===== src/rtl/aqp_esp_frame_rx_pkg.sv =====
// Shared types for the ESP UART frame parser: parser states, completion status codes
// and the position of the start-of-frame flag in each FIFO word.
package aqp_esp_frame_rx_pkg;

   typedef enum logic [2:0] {
      IDLE    = 3'd0,
      CMD     = 3'd1,
      LEN_LO  = 3'd2,
      LEN_HI  = 3'd3,
      PAYLOAD = 3'd4,
      CKSUM   = 3'd5
   } state_e;

   localparam logic [1:0] ST_OK      = 2'b00;
   localparam logic [1:0] ST_CKSUM   = 2'b01;
   localparam logic [1:0] ST_TRUNC   = 2'b10;
   localparam logic [1:0] ST_TIMEOUT = 2'b11;

   localparam int SOF_BIT = 8;

endpackage


===== src/rtl/aqp_esp_frame_rx.sv =====
// Pops the decoded 9-bit UART stream, parses CMD/LEN/payload/CKSUM frames, streams the
// payload over valid/ready and reports each frame's outcome with a one-cycle done pulse.
module aqp_esp_frame_rx
   import aqp_esp_frame_rx_pkg::*;
#(
   parameter logic [23:0] TIMEOUT_CYCLES = 24'd2_000_000,
   parameter logic [15:0] MAX_LEN        = 16'd4096
) (
   input  logic        clk,
   input  logic        reset,
   input  logic [8:0]  rx_data,
   input  logic        rx_empty,
   output logic        rx_rd,
   output logic [7:0]  out_data,
   output logic        out_valid,
   input  logic        out_ready,
   output logic        out_first,
   output logic        out_last,
   output logic [7:0]  frame_cmd,
   output logic [15:0] frame_len,
   output logic        frame_done,
   output logic [1:0]  frame_status
);

   state_e      state_q, state_d;
   logic [15:0] cnt_q, cnt_d;
   logic [7:0]  sum_q, sum_d;
   logic [23:0] tmo_q, tmo_d;
   logic [7:0]  out_data_q, out_data_d;
   logic        out_valid_q, out_valid_d;
   logic        out_first_q, out_first_d;
   logic        out_last_q, out_last_d;
   logic [7:0]  cmd_q, cmd_d;
   logic [15:0] len_q, len_d;
   logic        done_q, done_d;
   logic [1:0]  status_q, status_d;

   logic        gate;
   logic        timeout_hit;
   logic        sof;
   logic [7:0]  byte_in;
   logic [7:0]  sum_add;
   logic [15:0] len_full;

   assign sof         = rx_data[SOF_BIT];
   assign byte_in     = rx_data[7:0];
   assign sum_add     = sum_q + byte_in;
   assign len_full    = {byte_in, len_q[7:0]};
   assign timeout_hit = (state_q != IDLE) && (tmo_q >= TIMEOUT_CYCLES);

   always_comb begin
      state_d     = state_q;
      cnt_d       = cnt_q;
      sum_d       = sum_q;
      tmo_d       = tmo_q;
      out_data_d  = out_data_q;
      out_valid_d = out_valid_q;
      out_first_d = out_first_q;
      out_last_d  = out_last_q;
      cmd_d       = cmd_q;
      len_d       = len_q;
      done_d      = 1'b0;
      status_d    = status_q;

      // Payload pops need a free output slot; the checksum waits for the last byte to drain
      // so the done pulse never overtakes payload.
      case (state_q)
         PAYLOAD: gate = !out_valid_q || out_ready;
         CKSUM:   gate = !out_valid_q;
         default: gate = 1'b1;
      endcase

      rx_rd = !rx_empty && !timeout_hit && gate;

      if (out_valid_q && out_ready) begin
         out_valid_d = 1'b0;
      end

      if (state_q == IDLE || rx_rd) begin
         tmo_d = '0;
      end else if (!out_valid_q) begin
         tmo_d = tmo_q + 24'd1;
      end

      if (timeout_hit) begin
         state_d  = IDLE;
         done_d   = 1'b1;
         status_d = ST_TIMEOUT;
         tmo_d    = '0;
      end else if (rx_rd) begin
         if (sof) begin
            if (state_q != IDLE) begin
               done_d   = 1'b1;
               status_d = ST_TRUNC;
            end
            state_d = CMD;
            sum_d   = '0;
         end else begin
            if (state_q != IDLE) begin
               sum_d = sum_add;
            end
            case (state_q)
               CMD: begin
                  cmd_d   = byte_in;
                  state_d = LEN_LO;
               end
               LEN_LO: begin
                  len_d[7:0] = byte_in;
                  state_d    = LEN_HI;
               end
               LEN_HI: begin
                  len_d = len_full;
                  if (len_full > MAX_LEN) begin
                     done_d   = 1'b1;
                     status_d = ST_TRUNC;
                     state_d  = IDLE;
                  end else if (len_full == 16'd0) begin
                     state_d = CKSUM;
                  end else begin
                     cnt_d   = len_full;
                     state_d = PAYLOAD;
                  end
               end
               PAYLOAD: begin
                  out_data_d  = byte_in;
                  out_valid_d = 1'b1;
                  out_first_d = (cnt_q == len_q);
                  out_last_d  = (cnt_q == 16'd1);
                  cnt_d       = cnt_q - 16'd1;
                  if (cnt_q == 16'd1) begin
                     state_d = CKSUM;
                  end
               end
               CKSUM: begin
                  done_d   = 1'b1;
                  status_d = (sum_add == 8'h00) ? ST_OK : ST_CKSUM;
                  state_d  = IDLE;
               end
               default: begin
                  state_d = IDLE;
               end
            endcase
         end
      end
   end

   always_ff @(posedge clk or posedge reset) begin
      if (reset) begin
         state_q     <= IDLE;
         cnt_q       <= '0;
         sum_q       <= '0;
         tmo_q       <= '0;
         out_data_q  <= '0;
         out_valid_q <= 1'b0;
         out_first_q <= 1'b0;
         out_last_q  <= 1'b0;
         cmd_q       <= '0;
         len_q       <= '0;
         done_q      <= 1'b0;
         status_q    <= ST_OK;
      end else begin
         state_q     <= state_d;
         cnt_q       <= cnt_d;
         sum_q       <= sum_d;
         tmo_q       <= tmo_d;
         out_data_q  <= out_data_d;
         out_valid_q <= out_valid_d;
         out_first_q <= out_first_d;
         out_last_q  <= out_last_d;
         cmd_q       <= cmd_d;
         len_q       <= len_d;
         done_q      <= done_d;
         status_q    <= status_d;
      end
   end

   assign out_data     = out_data_q;
   assign out_valid    = out_valid_q;
   assign out_first    = out_first_q;
   assign out_last     = out_last_q;
   assign frame_cmd    = cmd_q;
   assign frame_len    = len_q;
   assign frame_done   = done_q;
   assign frame_status = status_q;

endmodule


===== config.mk =====
export PLATFORM = sky130hd
export DESIGN_NAME = aqp_esp_frame_rx
export DESIGN_NICKNAME = d
export VERILOG_FILES = /design/src/rtl/aqp_esp_frame_rx_pkg.sv /design/src/rtl/aqp_esp_frame_rx.sv
export SDC_FILE = /design/constraint.sdc
export NUM_CORES = 1
export LEC_CHECK = 0
export ABC_AREA = 1
export CORE_UTILIZATION = 53
export CTS_BUF_LIST = sky130_fd_sc_hd__clkbuf_16
export DETAILED_ROUTE_END_ITERATION = 8
export GPL_TIMING_DRIVEN = 1
export HOLD_SLACK_MARGIN = 0.12
export PLACE_DENSITY = 0.86
export SYNTH_ARGS = -nofsm -noshare
export SYNTH_HDL_FRONTEND = slang
export SYNTH_SLANG_ARGS = --single-unit

===== constraint.sdc =====
create_clock -name clk -period 2.5 [get_ports clk]
set_input_delay 0.25 -clock clk [delete_from_list [all_inputs] [get_ports clk]]
set_output_delay 0.25 -clock clk [all_outputs]
set_load 0.1 [all_outputs]

==> results of run 1 <==
==> power groups by stage <==
| stage | clock (mW) | sequential (mW) | combinational, mW |
|---|---|---|---|
| 4_1_cts | 1.44 | 2.11 | 4.03 |
| 2_1_floorplan | 0 | 3.39 | 1.85 |
| 5_1_grt | 1.51 | 2.16 | 4.37 |
| 3_3_place_gp | 0 | 2.13 | 3.93 |
| 3_5_place_dp | 0 | 2.13 | 4.00 |
| 6_report | 1.43 | 2.13 | 4.06 |
==> cells by family after synthesis <==
logic type	count (synthesis)	synth area share
other	1	0.000658
AND/OR/NAND/NOR	497	0.375
adder cells (fa/ha/maj)	12	0.0277
flip-flops	89	0.391
XOR/XNOR	28	0.0430
buffers and inverters	131	0.0953
AO/OA/AOI/OAI	72	0.0678
==> cell usage in the layout (no fill, tap or decap), types with 11 or more instances in the layout <==
| cell type | netlist | routed |
|---|---|---|
| nor2_1 | 72 | 71 |
| a21oi_1 | 14 | 14 |
| buf_4 | 5 | 54 |
| clkdlybuf4s50_1 | 0 | 12 |
| o21ai_0 | 39 | 39 |
| nand3_1 | 65 | 65 |
| nand4_1 | 34 | 34 |
| ha_1 | 11 | 11 |
| xor2_1 | 22 | 22 |
| dfrtp_1 | 89 | 89 |
| inv_1 | 107 | 107 |
| nand2_1 | 297 | 297 |
==> worst max path at each step <==
stage                     startpoint              end  slack (ps)  cells after the start
after floorplan            out_valid         sum_q[7]         310                      7
after global placement    rx_data[0]  frame_status[0]         220                     13
after detailed placement  rx_data[0]  frame_status[0]         170                     13
after CTS                  tmo_q[23]     frame_cmd[2]         220                     10
after global routing       tmo_q[13]            rx_rd          50                     11
final                      tmo_q[23]            rx_rd         240                      9
==> flip-flops by register name, indices dropped and copies added (netlist names), 2 cells and up <==
signal and count:
cnt_q 16, frame_cmd 8, frame_len 16, frame_status 2
out_data 8, state_q 3, sum_q 8, tmo_q 24
==> critical path, stage by stage (launching register included) <==
cell	delay [ps]
dfrtp_1	370
nor2_1	160
o21ai_0	130
nor2_1	140
nand3_2	140
nand2_4	90
buf_4	230
nand2_1	110
inv_2	120
buf_12	180
==> metal layers <==
metal  global-route usage  wire length, um
met1                0.373             6550
met2                0.447             6990
met5                    0                0
met3               0.0451              932
met4               0.0992              341
==> metrics by stage <==
step	power [mW]	setup slack [ps]
finish	7.62	239
global route	8.04	45.2
CTS	7.59	217
detailed placement	6.13	166
global placement	6.07	218
floorplan	5.24	309
==> layout make-up <==
class / count / area share
clock buffers: 9 / 0.0339
clock inverters: 7 / 0.0130
inverters: 110 / 0.0630
multi-input cells: 612 / 0.442
flip-flops and latches: 89 / 0.335
well taps: 136 / 0.0256
repair buffers: 69 / 0.0880
==> results.cfg, run 1 <==
[timing]
skew_ps = 6.35
relSlewSlack = 0.565
worstMarginPinSlew_ps = 651
finalSetupTns_ps = 0
hold_viol_final = 0
fin_crit_ps = 2260
slew_viol_final = 0
max_freq_mhz = 442
finalCritPeriodShare = 0.904
setup_viol = 0
whs_ps = 343
rsz0062_at_grt = no

[yosys]
yosysSeqAreaShare = 0.391
yosysMostFrequentCell = nand2_1
synth-seq-cells = 89
yosysTopAreaCellShare = 0.391
syn_area_sq_um = 5700
synth_top_area_cell = dfrtp_1
synthFlopType = dfrtp_1
synth.cells.most_frequent = nand2_1 (297), inv_1 (107), dfrtp_1 (89)
synth_cell_type_count = 37
ys_warn_count = 0
synth_cells = 830
syn_area_per_cell_sq_um = 6.87
synth-async-reset-ratio = 1.00
synth-edff-count = 0
yosys-top-cells-area = dfrtp_1 (39%), nand2_1 (20%), inv_1 (7.0%)

[setup_path]
endpoint_kind = output port
r2r_slack_ps = 360
path_max_fanout = 18
arrival_ps = 2010
path_class = reg2out
critPathLaunchType = flip-flop
rr_worst_depth = 10
timing.rr.end = tmo_q[11]
cp_data_required_time_ps = 2250
rr_startpoint = state_q[0]

[placed_design]
placed_area_sq_um = 6340
dp_cells = 1016
globalplace.congestion = 0.919
numPortBuffers = 51
hpwl_um = 10400

[floorplanning]
core_area_sq_um = 10400
die_x_um = 106
start_util = 0.550
die_area_sq_um = 11200
rows = 37
fp.dieH_um = 106
io_pins = 52

[drt]
wl_um = 14800
vias = 5583
vias_per_cell = 5.41
route.detailed.drc = 0
post_drt_wl_per_cell_um = 14.3
drt-pass1-iter-count = 5
drt_iter0_drc = 549
antenna_left = 0

[global_route]
grt_start_max_net_pins = 34
antenna_found_initial = 0
grt_pass1_wl_um = 24600
grt-ovfl-total = 0
grt_pass1_vias = 5118
track_usage = 0.276

[clock_network]
holdBufCountCts = 0
cts_setup_buffers = 0
cts_buffers = 9
cts_sinks = 89
clk_pin_slew_ps = 60
clock_latency_ps = 340
root_buffer = clkbuf_16
ctsResizeCount = 0
clock_path_buffers = 2
cts_tree = built
htree_levels = 3

[run_status]
status = complete, no violations

[cells_and_area]
drive_above_1_share = 0.107
final_core_util = 0.642
layout.cells.non_filler = 1032
multi_input_area_sq_um = 2940
final_cell_area_sq_um = 6650
layout.nets = 916
n_fill_cell = 911
syn_to_final_growth_pct = 16.7
diodes = 0
ff_latch_area_sq_um = 2230

[power]
power.switching_mw = 3.91
peakVddDrop_mv = 0.859
p_per_area_nw_per_um2 = 1140
internal_power_mw = 3.70
swShare = 0.514
power_leakage_nw = 3.68
combPwrFrac = 0.533
power_frac_seq = 0.279
clkPwrFrac = 0.188

[min_path]
hold_class = in2async

[job]
drv_cap = 0
Power figures use the tool's default switching activity.
==> run 2: changes to the inputs <==
RECOVER_POWER = 25   (was unset)
==> run 2 against run 1 <==
Register-to-register slack about the same. Fmax increased by 0.40%. Critical path depth unchanged. Critical path type unchanged. Largest power group unchanged.
==> results.cfg, run 2 (same netlist as run 1, synthesis figures left out) <==
[setup_path]
cp_data_required_time_ps = 2250
critPathLaunchType = flip-flop
arrival_ps = 2000
endpoint_kind = output port
timing.rr.end = tmo_q[11]
path_class = reg2out
r2r_slack_ps = 370
path_max_fanout = 18
rr_worst_depth = 10
rr_startpoint = state_q[0]

[power]
power_leakage_nw = 3.68
swShare = 0.514
p_per_area_nw_per_um2 = 1150
power.switching_mw = 3.91
power.total_mw = 7.61
power_frac_seq = 0.279
combPwrFrac = 0.532
clkPwrFrac = 0.188
internal_power_mw = 3.70
peakVddDrop_mv = 0.858

[cells_and_area]
layout.cells.non_filler = 1032
diodes = 0
mostFrequentLayoutCells = nand2_1 (297), inv_1 (107), dfrtp_1 (89)
syn_to_final_growth_pct = 16.4
n_fill_cell = 913
layout_commonest_cell = nand2_1
layout.nets = 916
drive_above_1_share = 0.107
largest_reg_flops = 24
final_core_util = 0.640
regMostFlops = tmo_q

[drt]
route.detailed.drc = 0
drt_iter0_drc = 549
drt-pass1-iter-count = 5
post_drt_wl_per_cell_um = 14.3
antenna_left = 0
vias = 5569
wl_um = 14800
vias_per_cell = 5.40

[timing]
hold_viol_final = 0
worstMarginPinSlew_ps = 1260
finalSetupTns_ps = 0
slew_viol_final = 0
whs_ps = 483
relSlewSlack = 0.156
max_freq_mhz = 444
skew_ps = 6.44
setup_viol = 0
finalCritPeriodShare = 0.901
fin_crit_ps = 2250
rsz0062_at_grt = no

[floorplanning]
io_pins = 52
die_area_sq_um = 11200
core_area_sq_um = 10400
fp.dieH_um = 106
rows = 37
die_x_um = 106
start_util = 0.550

[clock_network]
root_buffer = clkbuf_16
cts_setup_buffers = 0
cts_tree = built
clock_latency_ps = 340
cts_sinks = 89
clock_path_buffers = 2
cts_buffers = 9
htree_levels = 3
clk_pin_slew_ps = 60

[global_route]
grt_pass1_wl_um = 24600
track_usage = 0.276
grt_pass1_vias = 5118
grt-ovfl-total = 0
grt_start_max_net_pins = 34
antenna_found_initial = 0

[placed_design]
numPortBuffers = 51
globalplace.congestion = 0.919
dp_cells = 1016
hpwl_um = 10400

[min_path]
hold_start = frame_cmd[7]
hold_class = reg2reg
min_to = frame_cmd[7]
min_path_cells = 2

[run_status]
status = complete, no violations

[job]
drv_cap = 0
run 2: cell types whose count changed in the layout (fill, tap and decap cells not counted), sizes merged:
cell,before,now
clkdlybuf4s50,12,11
clkbuf,9,10
buf,57,56
dlygate4sd3,0,1
run 2: power groups by stage:
stage / sequential, mW / clock [mW] / combinational (mW)
after floorplan: 3.39 / 0 / 1.85
after CTS: 2.11 / 1.44 / 4.03
final: 2.13 / 1.43 / 4.05
after global routing: 2.16 / 1.51 / 4.37
after detailed placement: 2.13 / 0 / 4.00
after global placement: 2.13 / 0 / 3.93
run 2: timing repair:
action / in CTS / in global routing
endpoints found under the setup margin: 0 / 17
gates resized for setup: 0 / 1
hold buffers: 0 / 0
run 2: worst max path at each step:
stage / start / endpoint / cells after the start
after floorplan: out_valid / sum_q[7] / 7
after global placement: rx_data[0] / frame_status[0] / 13
after detailed placement: rx_data[0] / frame_status[0] / 13
after CTS: tmo_q[23] / frame_cmd[2] / 10
after global routing: tmo_q[13] / rx_rd / 11
final: tmo_q[23] / rx_rd / 9
run 2: metrics by stage:
step	cell area (sq um)	setup WS, ps
2_1_floorplan	5710	309
3_3_place_gp	6340	218
3_5_place_dp	6340	166
4_1_cts	6650	217
5_1_grt	6640	45.2
6_report	6640	248
run 2: metal layers:
metal	GRT usage	wire length, um
met5	0	0
met4	0.0992	331
met3	0.0451	906
met2	0.447	6950
met1	0.373	6620
run 2: area by class of cell:
cell class,count,area (sq um),area share
clock buffer,9,225,0.0339
sequential,89,2230,0.336
clock inverter,7,86.3,0.0130
timing repair buffer,69,571,0.0860
tap,136,170,0.0256
multi-input combinational,612,2940,0.443
inverter,110,417,0.0628
run 2: worst max-delay path: stages (launching register included):
cell and delay, ps:
dfrtp_1 370, nor2_1 160, o21ai_0 130, nor2_1 140
nand3_2 140, nand2_4 90, buf_4 220, nand2_1 110
inv_2 120, buf_12 180
==> run 3: changes to the inputs <==
CORE_MARGIN = 5   (was unset)
==> run 3 against run 2 <==
Cell count about the same. First-iteration DRC count down 30%. Count of clock-buffer cells in the layout unchanged. Largest power group unchanged. Largest cell class unchanged. Non-clock buffer count unchanged. Combinational power about the same. Highest routed layer unchanged.
==> results.cfg, run 3 (same netlist as run 1, synthesis figures left out) <==
[run_status]
status = complete, no violations

[cells_and_area]
diodes = 0
syn_to_final_growth_pct = 15.9
regMostFlops = tmo_q
layout.nets = 916
layout_commonest_cell = nand2_1
mostFrequentLayoutCells = nand2_1 (297), inv_1 (106), dfrtp_1 (89)
drive_above_1_share = 0.106
largest_reg_flops = 24

[timing]
skew_ps = 6.96
worst_slack_ps = 233
worstMarginPinSlew_ps = 1000
finalSetupTns_ps = 0
setup_viol = 0
hold_viol_final = 0
max_freq_mhz = 441
relSlewSlack = 0.332
fin_crit_ps = 2270
finalCritPeriodShare = 0.907
rsz0062_at_grt = no
slew_viol_final = 0

[clock_network]
cts_setup_buffers = 0
clock_latency_ps = 340
htree_levels = 3
holdBufCountCts = 0
cts_buffers = 9
cts_tree = built
root_buffer = clkbuf_16
clk_pin_slew_ps = 70
ctsResizeCount = 0
clock_path_buffers = 2
cts_sinks = 89

[setup_path]
cp_data_required_time_ps = 2250
arrival_ps = 2020
endpoint_kind = output port
rr_startpoint = state_q[0]
critPathLaunchType = flip-flop
path_class = reg2out
path_max_fanout = 18
crit_path_start = tmo_q[11]

[global_route]
track_usage = 0.240
grt_pass1_wl_um = 25000
grt-ovfl-total = 0
antenna_found_initial = 0
grt_pass1_vias = 5179
grt_start_max_net_pins = 40

[drt]
post_drt_wl_per_cell_um = 14.5
vias_per_cell = 5.41
vias = 5577
drt-pass1-iter-count = 5
antenna_left = 0
route.detailed.drc = 0
drt_iter0_drc = 385
wl_um = 15000

[job]
drv_cap = 0

[placed_design]
globalplace.congestion = 0.936
numPortBuffers = 51
hpwl_um = 10700
dp_slack_ps = 170

[power]
peakVddDrop_mv = 1.17
power.switching_mw = 3.93
swShare = 0.522
combPwrFrac = 0.538
power.total_mw = 7.52
power_leakage_nw = 3.65
clkPwrFrac = 0.179
p_per_area_nw_per_um2 = 1140
internal_power_mw = 3.60
power_frac_seq = 0.283

[floorplanning]
die_area_sq_um = 12900
rows = 37
fp.dieH_um = 114
die_x_um = 114
core_area_sq_um = 10400
io_pins = 52
start_util = 0.547

[min_path]
hold_class = in2async
==> run 3: changes by cell type in the layout (fill, tap and decap cells not counted) <==
cell        previous run  this run
bufinv_16              2         1
clkbuf_1               0         1
inv_1                107       106
buf_4                 54        53
clkinvlp_4             2         3
==> run 3: worst paths after layout <==
path | end | slack [ps] | cells past startpoint
min in group clk | frame_cmd[6] | 480 | 2
worst min register to register | frame_cmd[6] | 480 | 2
worst min-delay path | sum_q[3] | 430 | 2
max in group asynchronous | cnt_q[10] | 700 | 3
worst max-delay path | rx_rd | 230 | 11
worst max register to register | tmo_q[6] | 300 | 10
==> run 3: worst max-delay path, stage by stage (launching register included) <==
cell	delay, ps
dfrtp_1	420
inv_1	110
nand2_1	60
nor2_1	80
nand2_1	50
nand3_1	90
nand3_2	120
nand2_4	90
buf_4	230
nand2_1	110
inv_2	130
buf_12	180
==> run 3: layout make-up <==
type	count	area [sq um]
Clock buffer	9	225
Clock inverter	6	60.1
Fill cell	936	3810
Inverter	110	417
Multi-Input combinational cell	612	2940
Sequential cell	89	2230
Tap cell	136	170
Timing Repair Buffer	69	567
==> run 3: power by group through the flow <==
stage               registers, mW  logic [mW]  clock network, mW
global route                 2.18        4.37               1.41
finish                       2.13        4.05               1.35
detailed placement           2.14        4.01                  0
global placement             2.13        3.95                  0
floorplan                    3.39        1.85                  0
CTS                          2.12        4.04               1.34
==> run 3: per-layer routing <==
metal / up-vias / global-route usage / wire (um)
met5: - / 0 / 0
met4: 0 / 0.113 / 451
met3: 40 / 0.0361 / 1100
met2: 244 / 0.373 / 6970
met1: 2557 / 0.331 / 6470
li1: 2736 / - / -
==> run 3: per-stage QoR <==
stage                util  instance area (sq um)  hold slack, ps  instances
finish              0.634                   6610             434       1031
global route        0.634                   6610             490       1031
CTS                 0.636                   6620             251       1031
detailed placement  0.609                   6340             464       1016
global placement    0.609                   6340             463       1016
floorplan               -                   5710             346        832
